[config.mk]
export PLATFORM = sky130hd
export DESIGN_NAME = mem_arbiter4
export DESIGN_NICKNAME = d
export VERILOG_FILES = /design/src/rtl/mem_arbiter4.sv
export SDC_FILE = /design/constraint.sdc
export NUM_CORES = 1
export LEC_CHECK = 0
export CORE_MARGIN = 2
export CORE_UTILIZATION = 55
export CTS_BUF_LIST = sky130_fd_sc_hd__clkbuf_16
export CTS_CLUSTER_SIZE = 24
export DETAILED_ROUTE_END_ITERATION = 8
export MAX_ROUTING_LAYER = met4
export PLACE_DENSITY = 0.81
export SLEW_MARGIN = 30
export SYNTH_ARGS = -nofsm -noshare
export SYNTH_HDL_FRONTEND = slang
export SYNTH_SLANG_ARGS = --single-unit
[constraint.sdc]
create_clock -name clk -period 3.25 [get_ports clk]
set_input_delay 0.65 -clock clk [delete_from_list [all_inputs] [get_ports clk]]
set_output_delay 0.65 -clock clk [all_outputs]
set_load 0.1 [all_outputs]
[src/rtl/mem_arbiter4.sv]
// Four-requester round-robin arbiter for a single shared memory port.
// One transaction at a time; ends on mem_ack or after TIMEOUT busy cycles.
module mem_arbiter4 #(
    parameter logic [15:0] TIMEOUT = 16'd1024
) (
    input  logic       clk,
    input  logic       rst_n,
    input  logic [3:0] req,
    output logic [3:0] grant,
    output logic [1:0] sel,
    output logic       mem_valid,
    input  logic       mem_ack,
    output logic [3:0] done,
    output logic [3:0] err
);

    localparam logic [15:0] LP_CNT_LAST = TIMEOUT - 16'd1;

    typedef enum logic {
        ST_IDLE = 1'b0,
        ST_BUSY = 1'b1
    } state_t;

    state_t      r_state;
    logic [3:0]  r_grant;
    logic [1:0]  r_sel;
    logic        r_mem_valid;
    logic [1:0]  r_last;
    logic [15:0] r_cnt;

    logic        w_busy;
    logic        w_ack_hit;
    logic        w_to_hit;
    logic [1:0]  w_win;
    logic [1:0]  w_idx;
    logic        w_found;

    assign w_busy    = (r_state == ST_BUSY);
    assign w_ack_hit = w_busy & mem_ack;
    assign w_to_hit  = w_busy & ~mem_ack & (r_cnt == LP_CNT_LAST);

    assign grant     = r_grant;
    assign sel       = r_sel;
    assign mem_valid = r_mem_valid;
    assign done      = w_ack_hit ? r_grant : 4'b0000;
    assign err       = w_to_hit  ? r_grant : 4'b0000;

    // Round-robin search starting just after the last served requester
    always_comb begin
        w_win   = 2'd0;
        w_found = 1'b0;
        w_idx   = 2'd0;
        for (int k = 1; k <= 4; k++) begin
            w_idx = r_last + 2'(k);
            if (!w_found && req[w_idx]) begin
                w_found = 1'b1;
                w_win   = w_idx;
            end
        end
    end

    always_ff @(posedge clk or negedge rst_n) begin
        if (!rst_n) begin
            r_state     <= ST_IDLE;
            r_grant     <= 4'b0000;
            r_sel       <= 2'd0;
            r_mem_valid <= 1'b0;
            r_last      <= 2'd3;
            r_cnt       <= 16'd0;
        end else begin
            case (r_state)
                ST_IDLE: begin
                    if (|req) begin
                        r_state     <= ST_BUSY;
                        r_grant     <= 4'b0001 << w_win;
                        r_sel       <= w_win;
                        r_mem_valid <= 1'b1;
                        r_cnt       <= 16'd0;
                    end else begin
                        r_grant     <= 4'b0000;
                        r_mem_valid <= 1'b0;
                    end
                end
                ST_BUSY: begin
                    // ack and timeout share the same exit path
                    if (w_ack_hit || w_to_hit) begin
                        r_state     <= ST_IDLE;
                        r_last      <= r_sel;
                        r_grant     <= 4'b0000;
                        r_mem_valid <= 1'b0;
                    end else begin
                        r_cnt <= r_cnt + 16'd1;
                    end
                end
            endcase
        end
    end

endmodule
### Word level (Yosys, flattened, before mapping)

Index checks and enable logic that the tools add are counted.

| cells by class | value |
|---|---|
| add/subtract/negate cells | 4 |
| magnitude comparators | 4 |
| equal/unequal tests | 4 |
| shift operators | 1 |
| muxes and demuxes | 28 |
| bitwise gates (word level) | 5 |
| reduce and logical (&&, ||, !) cells | 11 |

Operator list:

| operator | count |
|---|---|
| 2-to-1 mux 16 bit | 2 |
| one-hot mux 16 bit (2 select lines) | 1 |
| adder 16 x 1 -> 16 bit, second input constant | 1 |
| equality test 16 x 10 -> 1 bit, second input constant | 1 |
| 2-to-1 mux 4 bit | 4 |
| < comparator 2 x 3 -> 1 bit, second input constant | 4 |
| 2-to-1 mux 1 bit | 10 |
| binary-select mux 1 bit (select 2 bit) | 4 |
| 2-to-1 mux 2 bit | 4 |
| one-hot mux 4 bit (2 select lines) | 1 |
| AND reduction 2 bit | 3 |
| adder 2 bit, second input constant | 2 |
| inequality test 2 bit, second input constant | 2 |
| one-hot mux 1 bit (2 select lines) | 2 |
| OR reduction 4 bit | 1 |
| left shift 1 x 2 -> 4 bit, first input constant | 1 |
| AND 1 bit | 3 |
| logical AND 1 bit | 3 |
| zero test 1 bit | 3 |
| adder 2 x 1 -> 2 bit, second input constant | 1 |
| inequality test 2 x 1 -> 1 bit, second input constant | 1 |
| NOT 1 bit | 2 |
| logical OR 1 bit | 1 |

| word-level totals | value |
|---|---|
| register bits | 26 |
| bits of input ports | 7 |
| output and inout bits | 15 |
| logic and storage cells | 63 |

### Longest topological paths before layout

| depth | value |
|---|---|
| depth in word-level cells | 16 |
| mapped depth | 6 |
| gate-level depth less buffers | 5 |

### Least setup slack after synthesis

OpenSTA, ideal clock, no wires.

| path | value |
|---|---|
| path type | reg2out |
| start point | reg r_cnt[13] |
| end point | out err[1] |
| arrival | 4229 ps |
| required time | 2600 ps |
| setup slack | -1629 ps |
| stages on the path, launching flop included | 4 |
| path buffers | 0 |
| cell sequence | dfrtp_1 > or4_4 > or3_1 > nor4_1 |

| between the ends | value |
|---|---|
| word-level cells in the longest chain between the ends | 3 |

Ends and longest elaborated chain:

| element | line | source |
|---|---|---|
| from (decl) | 29 | `logic [15:0] r_cnt;` |
| from (signal assigned) | 92 | `r_cnt <= r_cnt + 16'd1;` |
| equality test 16 x 10 -> 1 bit | 40 | `assign w_to_hit = w_busy & ~mem_ack & (r_cnt == LP_CNT_LAST);` |
| AND 1 bit | 40 |  |
| 2-to-1 mux 4 bit | 46 | `assign err = w_to_hit ? r_grant : 4'b0000;` |
| to (decl) | 14 | `output logic [3:0] err` |

Every way passes these cells.

### Worst setup path after layout

| path | value |
|---|---|
| start point | reg r_cnt[13] |
| end point | out err[2] |

The elaborated chain is that of the path after synthesis.

==> impl_metrics.json <==
{
  "rr_startpoint": "r_cnt[13]$_DFFE_PN0P_",
  "hold_viol_final": 0,
  "root_buffer": "clkbuf_16",
  "dpl_cell_area_sq_mm": 0.00170,
  "status": "complete, no violations",
  "ys_warn_count": 0,
  "r2r_cells": 4,
  "dieWidth_microns": 55.3,
  "worst_setup_path_end_kind": "output port",
  "cts.path.max_buffers": 2,
  "post_cts_resized": 0,
  "yosysSeqAreaShare_pct": 45.2,
  "path_max_fanout": 4,
  "clock_sinks": 26,
  "tightest_slew_ns": 0.845,
  "min_path_cells": 1,
  "dp_hpwl_mm": 2.39,
  "drv_slew": 0,
  "ant_nets": 0,
  "synth_edf_count": 0,
  "ys_async_sr_fraction_pct": 100,
  "setup_slack_ns": 0.281,
  "yosysTopAreaCellShare_pct": 41.5,
  "slew_headroom_pct": 42.2,
  "period_minus_slack_ns": 2.97,
  "ys_types": 43,
  "path_cells": "or4_4, or3_1, nor3_1, and2_1, buf_12",
  "finish.utilization_pct": 71.7,
  "start_util_pct": 58.4,
  "num_rows": 18,
  "vias": 1322,
  "grt_antenna_before_repair": 0,
  "synth_most_common_cell": "dfrtp_1",
  "rsz0062_at_grt": "no",
  "wl_per_cell_microns": 16.8,
  "cts_buffers": 3,
  "nNetsFinal": 178,
  "globalplace.congestion": 0.859,
  "vdd_drop_max_mv": 0.847,
  "arrival_ns": 2.32,
  "start_kind": "flop",
  "grt_pass1_vias": 1249,
  "cts_hold_buf": 0,
  "synth_common_cells": "24 x dfrtp_1, 11 x o21ai_0, 10 x a21oi_1",
  "skew_ns": 0.00117,
  "die_h_microns": 55.3,
  "track_usage_pct": 24.8,
  "required_ns": 2.60,
  "setup_viol_count_final": 0,
  "syn-num-nets": 157,
  "place_inst": 195,
  "vias_per_cell": 6.64,
  "rrSetupSlack_ns": 0.93,
  "synth_top_area_cell": "dfrtp_1",
  "grt_pass1_wl_mm": 5.95,
  "synth_ff_type": "dfrtp_1",
  "io_buffers": 21,
  "cpPeakStageDelay_ns": 0.59,
  "min_period_over_period_pct": 91.4,
  "drive_gt1_share_pct": 18.3,
  "cp_top_family": "simple AND/OR/NAND/NOR gates",
  "post_cts_buffers": 0,
  "grt_max_degree": 27,
  "cts_tree": "yes",
  "clock.fmax_mhz": 337,
  "clk_pin_slew_ns": 0.06,
  "overflow": 0,
  "drc": 0,
  "routed_wl_mm": 3.34,
  "core-area_sq_mm": 0.00248,
  "maxCapViolCount": 0,
  "drt-pass1-iter-count": 4,
  "diodes": 0,
  "crit_path_top_delay_cell": "or4_4",
  "io_pins": 22,
  "crit_type": "reg2out",
  "synth_cells": 149,
  "r2r_end": "grant[1]$_DFFE_PN0P_",
  "whs_endpoint": "mem_valid$_DFFE_PN0P_",
  "design_area_sq_mm": 0.00178,
  "powerDensity_mw_per_mm2": 821,
  "worstHoldPathType": "reg2reg",
  "path_buf_inv": 1,
  "syn2layout_area_growth_pct": 22.8,
  "drtIter0Drc": 53,
  "dieArea_sq_mm": 0.00306,
  "fin_cells": 199,
  "avgSynthCellArea_sq_um": 9.71,
  "mappedNetlistArea_sq_mm": 0.00145,
  "pre_cts_ws_ns": 0.362,
  "min_from": "mem_valid$_DFFE_PN0P_",
  "h-tree-depth": 1,
  "leakagePower_nw": 0.713,
  "ys_ff_latch": 26,
  "insertion_delay_ns": 0.26,
  "synthTopCellsByArea": "dfrtp_1 42%, o21ai_0 3.8%, dfstp_2 3.6%"
}
[flip-flops by register name, indices dropped and copies added (netlist names)]
signal     flops
grant          4
mem_valid      1
r_cnt         16
r_last         2
r_state        1
sel            2
[routing by layer]
metal,global-route usage [%],share of wire (%),wire [microns]
met3,4.68,6.1,204
met5,-,0,0
met4,8.01,1.4,47
met1,32.7,44,1460
met2,38.8,49,1630
[worst max-delay path by stage]
stage / slack (ns) / cells after the start / endpoint / startpoint
6_report: 0.28 / 5 / err[2] / r_cnt[13]$_DFFE_PN0P_
5_1_grt: 0.13 / 6 / err[0] / mem_ack
4_1_cts: 0.31 / 5 / err[2] / r_cnt[13]$_DFFE_PN0P_
3_5_place_dp: 0.36 / 6 / err[2] / mem_ack
3_3_place_gp: 0.41 / 6 / err[2] / mem_ack
2_1_floorplan: -0.48 / 3 / err[1] / r_cnt[13]$_DFFE_PN0P_
[report_power, final]
part	internal (mW)	switching, mW	leakage [nW]	total [mW]
clock	0.165	0.108	0.0385	0.273
combinational	0.165	0.526	0.333	0.692
sequential	0.407	0.0859	0.342	0.493
[stage by stage]
step           TNS (ns)  power, mW  hold WS [ns]
2_1_floorplan    -0.953       1.02         0.354
3_3_place_gp          0       1.17         0.465
5_1_grt               0       1.53         0.520
3_5_place_dp          0       1.19         0.467
6_report              0       1.46         0.477
4_1_cts               0       1.46         0.482
[cells by family (layout without fill, tap and decap cells)]
family	after synthesis	count (layout)	synth area share [%]
flip-flops	26	26	45.2
buffers and inverters	12	32	3.81
XOR/XNOR	1	1	0.606
adder cells (fa/ha/maj)	1	1	0.865
AO/OA/AOI/OAI	43	43	19.3
AND/OR/NAND/NOR	62	62	27.3
multiplexers	4	4	2.94
[cells in the final DEF (no fill, tap or decap), types with 2 or more instances in the layout]
cell type,count
a21o_1,2
a21oi_1,10
a22o_1,2
and2_1,2
and3_1,7
buf_12,4
buf_4,13
clkbuf_16,3
clkdlybuf4s50_1,6
dfrtp_1,24
dfstp_2,2
inv_1,5
mux2_2,2
mux2i_1,2
nand2_1,5
nand2b_1,5
nand3_1,8
nand4_1,3
nor2_1,6
nor3_1,2
nor4_1,3
nor4_2,2
o211ai_1,2
o21a_1,2
o21ai_0,11
o311ai_0,3
o31ai_1,6
o32ai_1,2
or3_1,6
or4_1,2
or4_4,2
or4bb_1,2
[cell type report]
cell class	instances	area (sq um)
multi-input combinational	111	751
fill	183	701
sequential	26	653
timing repair buffer	23	238
clock buffer	3	75.1
tap	30	37.5
inverter	5	18.8
clock inverter	1	3.75
(Power assumes the default switching activity.)
